### src/rtl/decode_hazard_unit.sv
// Decode-stage hazard/forwarding controller: shadows the EX and MEM instructions,
// selects forwarding, inserts load-use bubbles, squashes on taken branch, freezes on HALT.
module decode_hazard_unit #(
    parameter int REG_BITS       = 3,
    parameter int LOAD_USE_STALL = 1,
    parameter int CNT_W          = 16
) (
    input  logic                clk,
    input  logic                rst,
    input  logic                valid_D,
    input  logic [REG_BITS-1:0] rs_D,
    input  logic                rs_used_D,
    input  logic [REG_BITS-1:0] rt_D,
    input  logic                rt_used_D,
    input  logic [REG_BITS-1:0] write_reg_D,
    input  logic                RegWrt_D,
    input  logic                MemRead_D,
    input  logic                halt_D,
    input  logic                branchtake_E,
    output logic                stall_F,
    output logic                flush_D,
    output logic                SendNOP_D,
    output logic                EXFWD1_D,
    output logic                EXFWD2_D,
    output logic                MEMFWD1_D,
    output logic                MEMFWD2_D,
    output logic                halted,
    output logic [CNT_W-1:0]    stall_count
);

    function automatic logic [CNT_W-1:0] sat_inc(input logic [CNT_W-1:0] v);
        return (&v) ? v : v + {{(CNT_W-1){1'b0}}, 1'b1};
    endfunction

    localparam logic LU_EN = (LOAD_USE_STALL != 0);

    logic                vld_p1, ex_we_p1, ex_ld_p1;
    logic [REG_BITS-1:0] ex_wr_p1;
    logic                vld_p2, mem_we_p2;
    logic [REG_BITS-1:0] mem_wr_p2;

    logic hit1_ex, hit2_ex, hit1_mem, hit2_mem;
    logic load_use, send_nop;

    always_comb begin
        hit1_ex  = rs_used_D & valid_D & vld_p1 & ex_we_p1  & (ex_wr_p1  == rs_D);
        hit2_ex  = rt_used_D & valid_D & vld_p1 & ex_we_p1  & (ex_wr_p1  == rt_D);
        hit1_mem = rs_used_D & valid_D & vld_p2 & mem_we_p2 & (mem_wr_p2 == rs_D);
        hit2_mem = rt_used_D & valid_D & vld_p2 & mem_we_p2 & (mem_wr_p2 == rt_D);
        load_use = LU_EN & ex_ld_p1 & (hit1_ex | hit2_ex);
        send_nop = load_use | branchtake_E | halted;
    end

    // Outputs are forced low while reset is held, including the pass-through flush.
    always_comb begin
        flush_D   = rst & branchtake_E;
        stall_F   = rst & ((load_use & ~branchtake_E) | halted);
        SendNOP_D = rst & send_nop;
        EXFWD1_D  = rst & hit1_ex & ~send_nop;
        EXFWD2_D  = rst & hit2_ex & ~send_nop;
        MEMFWD1_D = rst & hit1_mem & ~hit1_ex & ~send_nop;
        MEMFWD2_D = rst & hit2_mem & ~hit2_ex & ~send_nop;
    end

    // Stage boundary: decode -> EX slot (p1) -> MEM slot (p2)
    always_ff @(posedge clk or negedge rst) begin
        if (!rst) begin
            vld_p1      <= 1'b0;
            ex_we_p1    <= 1'b0;
            ex_ld_p1    <= 1'b0;
            vld_p2      <= 1'b0;
            mem_we_p2   <= 1'b0;
            halted      <= 1'b0;
            stall_count <= '0;
        end else begin
            vld_p1    <= valid_D & ~send_nop;
            ex_we_p1  <= RegWrt_D;
            ex_ld_p1  <= MemRead_D & ~send_nop;
            vld_p2    <= vld_p1;
            mem_we_p2 <= ex_we_p1;
            halted    <= halted | (valid_D & halt_D & ~send_nop);
            if (load_use & ~branchtake_E & ~halted)
                stall_count <= sat_inc(stall_count);
        end
    end

    always_ff @(posedge clk) begin
        ex_wr_p1  <= write_reg_D;
        mem_wr_p2 <= ex_wr_p1;
    end

endmodule

### config.mk
export PLATFORM = sky130hd
export DESIGN_NAME = decode_hazard_unit
export DESIGN_NICKNAME = d
export VERILOG_FILES = /design/src/rtl/decode_hazard_unit.sv
export SDC_FILE = /design/constraint.sdc
export NUM_CORES = 1
export LEC_CHECK = 0
export BUFFER_PORTS_ARGS = -buffer_cell sky130_fd_sc_hd__buf_2
export CAP_MARGIN = 10
export CORE_MARGIN = 8
export CORE_UTILIZATION = 40
export CTS_CLUSTER_DIAMETER = 100
export CTS_CLUSTER_SIZE = 28
export DETAILED_ROUTE_END_ITERATION = 8
export HOLD_SLACK_MARGIN = 0.05
export PLACE_DENSITY = 0.71
export SLEW_MARGIN = 0
export SYNTH_ARGS = -nofsm -noshare
export SYNTH_HDL_FRONTEND = slang
export SYNTH_SLANG_ARGS = --single-unit
### constraint.sdc
create_clock -name clk -period 5.3 [get_ports clk]
set_input_delay 0.265 -clock clk [delete_from_list [all_inputs] [get_ports clk]]
set_output_delay 0.265 -clock clk [all_outputs]
set_load 0.05 [all_outputs]
* Yosys cells after proc, flatten, opt, wreduce, memory -nomap -nowiden
Cells that the tools add are included.
** Storage, ports and cells
- Word-level logic and storage cells :: 61
- Register bits :: 28
- Output and inout bits :: 24
- Bits of input ports :: 18
** Operators by class
- Bitwise operators :: 45
- Reductions and logical operators :: 2
- Add/sub/neg operators :: 1
- Eq/ne operators :: 4
** Operator list (count)
- 1-bit AND :: 34
- 16-bit by 1-bit adder with 16-bit output, second input constant :: 1
- 16-bit AND reduction :: 1
- 3-bit equality test :: 4
- 1-bit inverter :: 6
- 1-bit bitwise OR :: 5
- 2-bit AND reduction :: 1

* Depth between registers and ports, before layout
Gate-level depths: netlist (run 1).
- Depth in word-level cells :: 11
- Mapped depth :: 6
- Mapped depth without buffers :: 5

* Worst setup path after synthesis (run 1)
OpenSTA, ideal clock, no wires.
- Path kind :: flip-flop to output port
- From :: register ex_wr_p1[1]
- To :: output port MEMFWD1_D
- Buffers on the path :: 0
- Required time :: 5035 ps
- Arrival time :: 2642 ps
- Cell stages (with the launch flop) :: 6
- Setup slack :: 2393 ps
- Path through :: dfxtp_1 -> xor2_1 -> nor4_2 -> o21ai_0 -> nand2_1 -> nor4_1
** On the way
- Word-level cells in the longest chain between the ends :: 8
- Elaborated cells between the ends (all ways) :: 12
- Those cells by class :: eq/ne (2); bitwise (10)
** Ends and longest elaborated chain
- start: declaration :: line 38 : logic [REG_BITS-1:0] ex_wr_p1;
- start signal: assignment :: line 88 : ex_wr_p1 <= write_reg_D;
- 3-bit equality test, on equally long branches :: line 46, 47
- 1-bit AND, on equally long branches :: line 46, 47
- 1-bit bitwise OR :: line 50 : load_use = LU_EN & ex_ld_p1 & (hit1_ex | hit2_ex);
- 1-bit AND :: line 50
- 1-bit bitwise OR (2 in series) :: line 51 : send_nop = load_use | branchtake_E | halted;
- 1-bit inverter :: line 61 : MEMFWD1_D = rst & hit1_mem & ~hit1_ex & ~send_nop;
- 1-bit AND (*) :: line 61
- end: declaration :: line 25 : output logic MEMFWD1_D,
Every way passes the cells marked *; elsewhere a longest branch is shown, timed or not.

* Final worst setup path (run 1)
- From :: register ex_wr_p1[0]
- To :: output port MEMFWD1_D
The elaborated chain is that of the path after synthesis.

==> metrics.yaml, run 1 <==
status: "finished, final reports clean"
clk_pin_slew_worst_paths_ps: 150
p_leak_nw: 0.8805
path_buf_inv: 1
clk_latency_ps: 330
antenna_left: 0
rows: 21
rsz0062_at_grt: "no"
critPathMaxStageDelay_ps: 470
setup_viol: 0
layout_common_cells: "buf_2 (41), xor2_1 (22), dfrtp_1 (22)"
power_uw: 357.6
holdPathStages: 2
postCtsResizedCells: 0
finalHoldViolCount: 0
power_density_nw_per_um2: 208.6
rr_worst_depth: 5
endpoint_kind: "output port"
synth_top_area_cell: "dfrtp_1"
grt_pass1_vias: 1192
drt_iter0_drc: 55
multi_input_area_um2: 683.2
fillers: 311
drv_slew: 0
root_buffer: "clkbuf_4"
synth_area_leaders: "dfrtp_1 (40%), xor2_1 (14%), dfxtp_1 (8.7%)"
ys_types: 30
regArea_um2: 670.6
worst_pin_slew_ps: 763.7
final_nets: 191
ys_ff_latch: 28
ir_worst_vdd_mv: 0.1115
port_buffers: 41
cp_cell_sequence: "xor2_1 -> nor4_2 -> o21ai_0 -> nand2_1 -> nor4_1 -> buf_2"
start_util_pct: 41.36
ys_seq_area_share_pct: 48.59
reg2reg_setup_slack_ps: 3000
grt_max_degree: 29
drv_cap: 0
min-delay-start: "MemRead_D"
layout-drive-gt1-share_pct: 36.26
cp_num_cells: 6
worstSetupPathType: "reg -> out"
die_w_um: 74.74
cts_max_level: 1
routabilityCongestion: 0.8560
yosysTopAreaCellShare_pct: 39.89
layoutNonFillerInstCount: 217
globalRouteOverflowTotal: 0
dp_cells: 208
syn_avg_cell_area_um2: 11.31
via_count: 1133
worstReg2RegStart: "ex_we_p1"
grt_first_pass_wirelength_mm: 5.582
start_kind: "register"
netlist_area_um2: 1380
fin_crit_sh_pct: 50.48
wl_mm: 3.395
cts_tree: "built"
wl_per_cell_um: 15.65
dr.pass1.iters: 4
relSlewSlack_pct: 48.94
yosysWarnings: 0
hpwlAfterDp_mm: 2.513
io_pins: 42
viasPerCell: 5.221
num_antenna_cells: 0
drc: 0
fin_crit_ps: 2675
crit_family: "simple AND/OR/NAND/NOR gates"
antenna_found_initial: 0
core_um2: 3337
critPathSlowestCell: "o21ai_0"
layout_commonest_cell: "buf_2"
die_y_um: 74.74
critPathArrivalTime_ps: 2410
synth_nets: 141
setup.worst_path.start: "ex_wr_p1[0]"
die_area_um2: 5586
cts.sinks: 28
clk_path_buf_depth: 2
hold_path.class: "in -> reg"
track_usage_pct: 12.85
syn-instance-count: 122
finalSetupTns_ps: 0
fin_worst_skew_ps: 2.064
cts_made_buffers: 3
worst-path-max-fanout: 6
fmax_mhz: 373.8
area_growth_pct: 24.21
crit_required_ps: 5040
synthesized netlist by cell type:
library cell   n
a21oi_1        1
a31oi_1        1
a41o_2         1
and2_1         3
and3_1         2
and3_2         3
and4_1         1
buf_6          2
dfrtp_1       22
dfxtp_1        6
ha_1           1
inv_1          1
mux2_2         3
nand2_1        8
nand2b_1       1
nand3_1        7
nand4_1        7
nor2_1         6
nor3_1         5
nor3b_1        1
nor4_1         3
nor4_2         7
nor4_4         1
nor4b_1        1
o211a_1        1
o211ai_2       1
o21a_1         1
o21ai_0        1
xnor2_1        2
xor2_1        22
what timing repair did:
item | CTS | global route
setup buffers | 0 | 0
hold buffers | 5 | 0
hold endpoints to repair | 26 | 0
report_power, final:
part / switching (mW) / internal [mW] / total (mW)
clock: 0.0646 / 0.0421 / 0.107
sequential: 0.00278 / 0.216 / 0.219
combinational: 0.0188 / 0.0130 / 0.0318
total: 0.0861 / 0.271 / 0.358
per-layer routing:
layer,global-route usage (%),vias up,part of all wire (%)
met5,0,-,0
met4,5.652,0,2.9
met3,3.196,13,5.4
met2,21.30,31,47
met1,15.32,550,44
li1,-,539,-
metrics by stage:
stage | area, µm² | utilization, % | hold WS (ps) | setup WS [ps]
CTS | 1714 | 51.37 | 156.7 | 2699
global placement | 1628 | 48.78 | 275.7 | 3105
finish | 1714 | 51.37 | 163.8 | 2625
detailed placement | 1628 | 48.78 | 291.9 | 2996
floorplan | 1380 | - | -30.59 | 2393
global route | 1714 | 51.37 | 151.4 | 2466
final timing paths:
check | to
min reg2reg | mem_wr_p2[0]
min | ex_ld_p1
max | MEMFWD1_D
max in group asynchronous | vld_p1
min in group asynchronous | stall_count[12]
max reg2reg | stall_count[15]
final cells by class:
class,count,share of cell area (%)
clock buffers,4,2.117
inverters,1,0.2190
multi-input cells,91,39.85
flip-flops and latches,28,39.12
well taps,46,3.358
repair buffers,47,15.33
flip-flops by register name, indices dropped and copies added, names as in the netlist:
name,cells
ex_ld_p1,1
ex_we_p1,1
ex_wr_p1,3
halted,1
mem_we_p2,1
mem_wr_p2,3
stall_count,16
vld_p1,1
vld_p2,1
cells by family after synthesis:
kind of cell / count (synthesis) / share of synthesized area (%)
compound gates: 7 / 4.170
xor+xnor: 24 / 15.23
fa+ha+maj: 1 / 0.9065
buf+inv: 3 / 1.904
flops: 28 / 48.60
mux: 3 / 2.448
simple gates: 56 / 26.74
(Power assumes the default switching activity.)
==> inputs of run 2 (changes only) <==
Clock period 5.3 ns to 2.5 ns, I/O delays scaled along.
==> metrics.yaml, run 2 (same netlist as run 1, synthesis figures left out) <==
largest_reg_flops: 16  # unchanged
cts_setup_buffers: 0  # unchanged
fmax_mhz: 429.6
die_y_um: 74.74  # unchanged
routabilityCongestion: 0.8639  # +0.92%
hold_path.class: "in -> reg"
io_pins: 42  # unchanged
root_buffer: "clkbuf_4"
fillers: 312  # +0.32%
port_buffers: 41  # unchanged
drv_slew: 0  # unchanged
top_register: "stall_count"
die_w_um: 74.74  # unchanged
fin_crit_sh_pct: 93.11
start_util_pct: 41.36  # unchanged
critPathMaxStageDelay_ps: 490  # +20 ps
combinationalPowerShare_pct: 8.6  # -0.3 points
finalSetupTns_ps: 0  # unchanged
reg_top3: "stall_count x16, ex_wr_p1 x3, mem_wr_p2 x3"
fin_crit_ps: 2328
fin_worst_skew_ps: 3.583  # +1.519 ps
p_sw_uw: 175.4  # +100%
drv_cap: 0  # unchanged
critPathSlowestCell: "nor4_2"
layout-drive-gt1-share_pct: 36.78  # +0.52 points
seqPwrFrac_pct: 56.3  # -5.0 points
endpoint_kind: "output port"
clk_latency_ps: 320  # about the same
setup_viol: 0  # unchanged
grt_pass1_vias: 1179  # -1.1%
ir_worst_vdd_mv: 0.2789  # +150%
layout_common_cells: "buf_2 (41), xor2_1 (22), dfrtp_1 (22)"
globalRouteOverflowTotal: 0  # unchanged
clk_pin_slew_worst_paths_ps: 150  # about the same
track_usage_pct: 11.99  # -0.86 points
die_area_um2: 5586  # unchanged
clkPwrFrac_pct: 35.1  # +5.3 points
status: "finished, final reports clean"
cts.sinks: 28  # unchanged
grt_first_pass_wirelength_mm: 5.292  # -5.2%
antenna_left: 0  # unchanged
grt_max_degree: 17  # -41%
antenna_found_initial: 1  # +1
cts_tree: "built"
switching_share_pct: 21.24  # -2.8 points
worst-path-max-fanout: 6  # unchanged
critPathArrivalTime_ps: 2200  # -210 ps
drc: 0  # unchanged
worstSetupPathType: "reg -> out"
viasPerCell: 5.167  # -1.0%
crit_required_ps: 2380  # -2660 ps
core_um2: 3337  # unchanged
final_nets: 194  # +1.6%
finalHoldViolCount: 0  # unchanged
power_density_nw_per_um2: 467.3  # +120%
p_leak_nw: 0.9028  # +2.5%
rows: 21  # unchanged
wl_mm: 3.228  # -4.9%
rsz0062_at_grt: "no"
worst_pin_slew_ps: 479.3  # -284.3 ps
cts_made_buffers: 3  # unchanged
clk_path_buf_depth: 2  # unchanged
start_kind: "register"
via_count: 1142  # +0.79%
layout_commonest_cell: "buf_2"
area_growth_pct: 28.01
dr.pass1.iters: 4  # unchanged
relSlewSlack_pct: 67.78  # +19 points
p_int_uw: 650.3  # +140%
cp_cell_sequence: "xor2_1 -> nor4_2 -> o21ai_1 -> and2_1 -> and3_2 -> buf_2"
cts_max_level: 1  # unchanged
hpwlAfterDp_mm: 2.492  # -0.84%
drt_iter0_drc: 54  # -1.8%
power_uw: 825.6  # +130%
wl_per_cell_um: 14.61  # -6.6%
run 2: cell count changes in the layout (fill, tap and decap cells not counted), sizes merged:
cell	previous run	this run
clkbuf	4	3
dlygate4sd3	5	6
buf	42	44
bufinv	0	1
diode	0	1
run 2: per-layer routing:
metal  GRT usage, %  part of all wire (%)  up-vias
met1          13.58                    42      553
met4          5.870                   2.3        0
met3          2.663                   5.9        6
li1               -                     -      547
met2          20.72                    50       36
met5              0                     0        -
run 2: cell type report:
class / count / area (µm²) / area share (%)
timing repair buffer: 50 / 287.8 / 16.29
inverter: 1 / 3.754 / 0.2125
multi-input combinational: 91 / 691.9 / 39.16
antenna: 1 / 2.502 / 0.1416
clock inverter: 1 / 30.03 / 1.700
clock buffer: 3 / 22.52 / 1.275
sequential: 28 / 670.6 / 37.96
tap: 46 / 57.56 / 3.258
run 2: final timing paths:
check | start | endpoint | depth (start not counted) | slack, ps
worst min register to register | ex_wr_p1[2] | mem_wr_p2[2] | 0 | 410
worst min-delay path | halt_D | halted | 2 | 80
min in group asynchronous | rst | vld_p2 | 2 | 180
max in group asynchronous | rst | stall_count[9] | 3 | 1830
worst max-delay path | ex_wr_p1[1] | EXFWD1_D | 6 | 170
worst max register to register | stall_count[2] | stall_count[1] | 6 | 310
run 2: metrics by stage:
stage	hold WS, ps	setup WS (ps)	instance area (µm²)	cells	util [%]
2_1_floorplan	-170.6	-267.4	1380	122	-
3_3_place_gp	-5.955	475.7	1643	210	49.23
3_5_place_dp	1.736	328.7	1643	210	49.23
4_1_cts	79.83	71.13	1755	220	52.61
5_1_grt	60.97	6.575	1767	221	52.94
6_report	81.30	172.3	1767	221	52.94
run 2: worst max-delay path: cells and delay by family (launching register included):
| family | cells | cell delay (ps) |
|---|---|---|
| xor+xnor | 1 | 180 |
| simple gates | 3 | 890 |
| buf+inv | 1 | 210 |
| flops | 1 | 370 |
| compound gates | 1 | 250 |
run 2: power by group through the flow:
stage	combinational, mW	clock (mW)	sequential (mW)
final	0.0709	0.290	0.465
after global routing	0.0769	0.319	0.466
after CTS	0.0697	0.300	0.465
after detailed placement	0.0624	0	0.473
after global placement	0.0602	0	0.473
after floorplan	0.0280	0	0.473
run 2: timing repair:
action | in CTS | in global routing
endpoints found under the hold margin | 27 | 0
endpoints found under the setup margin | 0 | 5
gates resized for setup | 0 | 2
hold buffers | 6 | 0
